`config.mk`:
```
export PLATFORM = sky130hd
export DESIGN_NAME = scan_bus_arbiter
export DESIGN_NICKNAME = d
export VERILOG_FILES = /design/src/rtl/scan_bus_arbiter.sv
export SDC_FILE = /design/constraint.sdc
export NUM_CORES = 1
export LEC_CHECK = 0
export ABC_CLOCK_PERIOD_IN_PS = 5800
export CAP_MARGIN = 25
export CORE_MARGIN = 4
export CORE_UTILIZATION = 30
export DETAILED_ROUTE_END_ITERATION = 6
export GPL_TIMING_DRIVEN = 0
export PLACE_DENSITY = 0.66
export SYNTH_ARGS = -nofsm -noshare
export SYNTH_HDL_FRONTEND = slang
export SYNTH_SLANG_ARGS = --single-unit
```
`constraint.sdc`:
```
create_clock -name clk -period 5.8 [get_ports clk]
set_clock_uncertainty 0.15 [all_clocks]
set_input_delay 0.87 -clock clk [delete_from_list [all_inputs] [get_ports clk]]
set_output_delay 0.87 -clock clk [all_outputs]
set_load 0.01 [all_outputs]
```
`src/rtl/scan_bus_arbiter.sv`:
```
// Two-requester round-robin arbiter sequencing accesses onto the shared scan mux port.
// Each access: one-cycle strobe, address/data held until scan_ready or wait timeout.
module scan_bus_arbiter #(
   parameter int TIMEOUT_CYCLES = 255
) (
   input  logic        clk,
   input  logic        rst_n,
   input  logic        req0_ren,
   input  logic        req0_wen,
   input  logic [15:0] req0_addr,
   input  logic [15:0] req0_wdata,
   output logic [15:0] req0_rdata,
   output logic        req0_ready,
   output logic        req0_err,
   input  logic        req1_ren,
   input  logic        req1_wen,
   input  logic [15:0] req1_addr,
   input  logic [15:0] req1_wdata,
   output logic [15:0] req1_rdata,
   output logic        req1_ready,
   output logic        req1_err,
   output logic        scan_ren,
   output logic        scan_wen,
   output logic [15:0] scan_addr,
   output logic [15:0] scan_wdata,
   input  logic [15:0] scan_rdata,
   input  logic        scan_ready,
   output logic [1:0]  grant,
   output logic        busy
);

   localparam int CNT_W = (TIMEOUT_CYCLES > 1) ? $clog2(TIMEOUT_CYCLES + 1) : 1;
   localparam logic [CNT_W-1:0] CNT_MAX = CNT_W'(TIMEOUT_CYCLES);

   typedef enum logic [1:0] {S_IDLE, S_ISSUE, S_WAIT, S_DONE} state_t;

   state_t           state;
   logic             ptr;
   logic             owner;
   logic             op_wr;
   logic [CNT_W-1:0] wait_cnt;

   logic pend0, pend1, pick1, pick_wr;
   logic fin_ok, fin_to;

   // NOTE: every always_comb output gets a value on every path, so no latch is inferred.
   always_comb begin
      pend0   = req0_ren | req0_wen;
      pend1   = req1_ren | req1_wen;
      pick1   = pend1 & (~pend0 | ptr);
      pick_wr = pick1 ? req1_wen : req0_wen;
      fin_ok  = ((state == S_ISSUE) || (state == S_WAIT)) && scan_ready;
      fin_to  = (state == S_WAIT) && !scan_ready && (TIMEOUT_CYCLES != 0) && (wait_cnt == CNT_MAX);
   end

   assign busy  = (state != S_IDLE);
   assign grant = busy ? (owner ? 2'b10 : 2'b01) : 2'b00;

   // NOTE: sequential state uses non-blocking assignments only; later assignments in the block override defaults.
   always_ff @(posedge clk or negedge rst_n) begin
      if (!rst_n) begin
         state      <= S_IDLE;
         ptr        <= 1'b0;
         owner      <= 1'b0;
         op_wr      <= 1'b0;
         wait_cnt   <= '0;
         scan_ren   <= 1'b0;
         scan_wen   <= 1'b0;
         scan_addr  <= 16'h0000;
         scan_wdata <= 16'h0000;
         req0_rdata <= 16'h0000;
         req1_rdata <= 16'h0000;
         req0_ready <= 1'b0;
         req1_ready <= 1'b0;
         req0_err   <= 1'b0;
         req1_err   <= 1'b0;
      end else begin
         scan_ren   <= 1'b0;
         scan_wen   <= 1'b0;
         req0_ready <= 1'b0;
         req1_ready <= 1'b0;
         req0_err   <= 1'b0;
         req1_err   <= 1'b0;

         case (state)
            S_IDLE: begin
               if (pend0 || pend1) begin
                  owner      <= pick1;
                  op_wr      <= pick_wr;
                  scan_addr  <= pick1 ? req1_addr : req0_addr;
                  scan_wdata <= pick1 ? req1_wdata : req0_wdata;
                  scan_wen   <= pick_wr;
                  scan_ren   <= ~pick_wr;
                  wait_cnt   <= '0;
                  state      <= S_ISSUE;
               end
            end
            S_ISSUE: state <= S_WAIT;
            S_WAIT:  wait_cnt <= wait_cnt + 1'b1;
            S_DONE: begin
               ptr   <= ~ptr;
               state <= S_IDLE;
            end
            default: state <= S_IDLE;
         endcase

         // Completion overrides the ISSUE/WAIT defaults above.
         if (fin_ok || fin_to) begin
            state <= S_DONE;
            if (owner) begin
               req1_ready <= 1'b1;
               req1_err   <= fin_to;
               req1_rdata <= (fin_ok && !op_wr) ? scan_rdata : 16'h0000;
            end else begin
               req0_ready <= 1'b1;
               req0_err   <= fin_to;
               req0_rdata <= (fin_ok && !op_wr) ? scan_rdata : 16'h0000;
            end
         end
      end
   end

endmodule

```
==> metrics list <==
- Among cell families on the critical path, the largest total delay comes from buffers and inverters.
- The internal portion of the total power is 1.87 mW.
- Overall track demand over capacity in global routing: 0.148
- Counting every net in the synthesized netlist gives between 400 and 500.
* Type of origin of the critical path: register
- The H-tree was split into 3 levels.
* Count of final hold-check violations: 0
* Share of post-route cells with drive strength above 1: 0.0722
- Post-Syn Area per Cell: 11.5 um2
- After synthesis, the share of cell area in mux cells is 0.0934.
- Relative contribution of the clock network to total power: 0.205
* Number of buffers added by the clock tree synthesis step: 9
- Critical-path cell with the highest stage delay: clkdlybuf4s50_1
* Cell total after placement: 612
* Synth top area share: 0.585
* Count of buffer and inverter cells on the critical path: 3
- Root buffer cell: clkbuf_16
- CTS Buffer Depth: 2
- Of the total power, combinational logic draws 0.454.
- Dividing the final minimum period by the clock period gives 0.529.
* Residual overflow from global routing: 0
- Via count of the first global-routing pass: 3107
* Switching Fraction: 0.347
- Number of antenna violations at the first check in global routing: 0
* Placer's final routability congestion estimate: between 0.8 and 0.9
- Clock latency on the worst-skew pair, taken at its later pin, is 330 ps.
* Number of endpoints failing setup at the final stage: 0
- 0 antenna diodes ended up in the layout.
* Final Max Slew Viols: 0
- Maximum number of pins on one net before global-route repair: 43
* Number of iterations in the first detailed-routing pass: 5
- Max-cap check violation count: 0
- Clock-pin slew on the worst setup and hold paths: 60 ps
- Switch Pwr: roughly 1 mW
- Total DRC errors in the routed layout: 0
- Prior to clock tree synthesis, the placed netlist has a worst setup slack of 2730 ps.
* Post-Synth XOR/XNOR Area: 0.00987
- The final layout contains 572 nets.
- Using the TritonRoute via totals, the vias-per-cell ratio works out to around 4.8.
- The first global-routing pass estimated 16000 um of wire.
* Power per unit of standard cell area: 508 mW/mm2
* Crit. End Element: primary output
- Clock tree from TritonCTS: yes
- WL final: around 10000 um
- Setup slack closes at 2730 ps.
- Of the total synthesized cell area, the portion taken by AND, OR, NAND and NOR gates is 0.0944.
* Sequential power share: 0.341
- Setup repair after global routing left no endpoint under its margin.
- Dominant combinational cell family by area after synthesis: compound AO/OA/AOI/OAI gates
- Antenna-violating nets left: 0
- In this design, the stage delay of the slowest critical-path cell is just under 500 ps.
* Initial DRC Count: 194
- In this run, synthesis produced a sequential element count of 83.
* Leading post-synthesis cells by instance count: dfrtp_1, nand2_1, o21ai_0, a22o_1, mux2i_1
- Static timing analysis puts the maximum clock frequency at 326 MHz.
- Worst IR Drop VDD: between 0.00015 and 0.0002 V
- Number of I/O port buffers: between 150 and 200
- For the worst setup path, the data arrival time is 2050 ps.
- Gate count after technology mapping: 309
- Along the worst path, the maximum fanout reaches 10.
- Final total negative setup slack: 0 ps
- In the post-synthesis netlist, the cell with the most instances is dfrtp_1.
* Post-synthesis async set-or-reset flop share: 1.00
* Non-filler instance count after layout: 628
- Core Region: 0.0115 mm2
- Clock sink count: 83
- Result of the run: complete, no violations
* Number of different library cells in the post-synthesis netlist: 34
- Headroom to the max-slew limit came out at 0.416.
- Synth Cell Area: ~0.0036 mm2
* Total Die Area: 0.0136 mm2
* Crit path kind: register to primary output
- Die X: 117 um
* Yosys warning total: 0
- Fill cell instance count of the final layout: 1059
* Core Rows: 39
- The worst hold path belongs to the class register to register.
- Cell-by-cell trace of the critical path: inv_1, ha_1, clkbuf_1, nor2_1, clkdlybuf4s50_1
* Synth Area in Compound Gates: 0.165
* Worst slew pin tran: approximately 870 ps
* EDFF count, synth: 0
- Post-CTS setup buffer count: 0
* Critical Path RT: 4780 ps
- Sequential element share of the synthesized area: 0.585
- Min cycle time layout: 3070 ps
* Area growth syn-to-layout: 59.0%
* Wire length per cell after detailed routing: 16.2 um
- After legalization and detailed placement, the total HPWL measured 7800 um.
- # hold bufs at CTS: 0
- Of the total synthesized cell area, the portion taken by full adders, half adders and majority gates is 0.0176.
* Static leakage: around 2.5 nW
- Main flop type after synthesis: dfrtp_1
* Vias: 3043
* Starting density of the core: 0.308
- The floorplan step set the die height to 117 um.
- Most area-hungry cell type in the Yosys netlist: dfrtp_1
- Total of cells resized after clock tree synthesis: 0
- Area contributors post-synth: dfrtp_1, mux2i_1, a22o_1
* Number of primary I/O pins: 160
==> power groups by stage <==
stage                     clock, mW  combinational [mW]  sequential (mW)
after floorplan                   0               0.534             1.07
after global placement            0                1.29            0.979
after detailed placement          0                1.32            0.984
after CTS                     0.603                1.32            0.978
after global routing          0.633                1.43             1.01
final                         0.589                1.30            0.977
==> through the flow <==
step	power (mW)	util	cell area, um2	hold slack (ps)
5_1_grt	3.07	0.490	5650	359
2_1_floorplan	1.60	-	3550	315
4_1_cts	2.90	0.490	5650	335
3_5_place_dp	2.30	0.464	5340	320
6_report	2.87	0.490	5650	329
3_3_place_gp	2.27	0.462	5320	313
==> registers in the layout (all words and copies together) (netlist names) <==
register and flops:
req0_err 1, req1_err 1, req0_ready 1, wait_cnt 8, scan_addr 16, req1_ready 1
req0_rdata 16, req1_rdata 16, scan_wen 1, owner 1, ptr 1, state 2
scan_ren 1, scan_wdata 16, op_wr 1
==> worst paths after layout <==
kind / start / to / slack [ps] / cells after the start
setup / recovery: state[1]$_DFFE_PN0P_ / grant[1] / 2730 / 5
min in group asynchronous: rst_n / req1_rdata[13]$_DFFE_PN0P_ / 380 / 1
hold reg to reg: scan_addr[0]$_DFFE_PN0P_ / scan_addr[0]$_DFFE_PN0P_ / 330 / 2
max in group asynchronous: rst_n / scan_wdata[3]$_DFFE_PN0P_ / 4490 / 2
hold / removal: scan_addr[0]$_DFFE_PN0P_ / scan_addr[0]$_DFFE_PN0P_ / 330 / 2
setup reg to reg: state[1]$_DFFE_PN0P_ / req0_rdata[0]$_DFFE_PN0P_ / 3400 / 6
==> area by class of cell <==
cell class              instances  area (um2)  area share
flip-flops and latches         83        2080       0.368
repair buffers                160        1610       0.285
multi-input cells             201        1350       0.239
clock buffers                   9         225      0.0399
well taps                     143         179      0.0317
plain buffers                  18        98.8      0.0175
clock inverters                 7        82.6      0.0146
inverters                       7        26.3     0.00465
==> kinds of logic after synthesis <==
group | Yosys count
adder cells (fa/ha/maj) | 5
AND/OR/NAND/NOR | 74
buffers and inverters | 25
multiplexers | 33
flip-flops | 83
XOR/XNOR | 4
AO/OA/AOI/OAI | 85
==> per-layer routing <==
metal | GRT usage | up-vias | share of wire
met5 | 0 | - | 0
met1 | 0.199 | 1482 | 0.44
met3 | 0.0442 | 13 | 0.066
met4 | 0.0398 | 0 | 0.012
met2 | 0.236 | 106 | 0.48
li1 | - | 1442 | -
==> worst min-delay path: cells and delay by family (launching register included) <==
family          cells  cell delay, ps
compound gates      1              60
simple gates        1              50
flops               1             340
==> placed cells by master (no fill, tap or decap), types with 2 or more instances in the layout <==
cell type,netlist,layout
ha_1,5,5
buf_6,2,2
clkinvlp_4,0,2
nand2b_1,2,2
or3_1,2,2
buf_2,10,10
nand3_1,3,3
inv_6,0,2
clkdlybuf4s50_1,0,158
a21oi_1,6,6
xnor2_1,3,3
nor3_1,2,2
a22o_1,33,33
inv_1,7,7
clkbuf_16,0,9
a21o_1,2,2
buf_4,1,2
clkbuf_1,5,5
o21ai_0,36,36
dfrtp_1,83,83
mux2i_1,32,32
a211oi_1,2,2
nand2_1,43,43
nor2_1,15,15
o31a_1,2,2
Power figures use the tool's default switching activity.
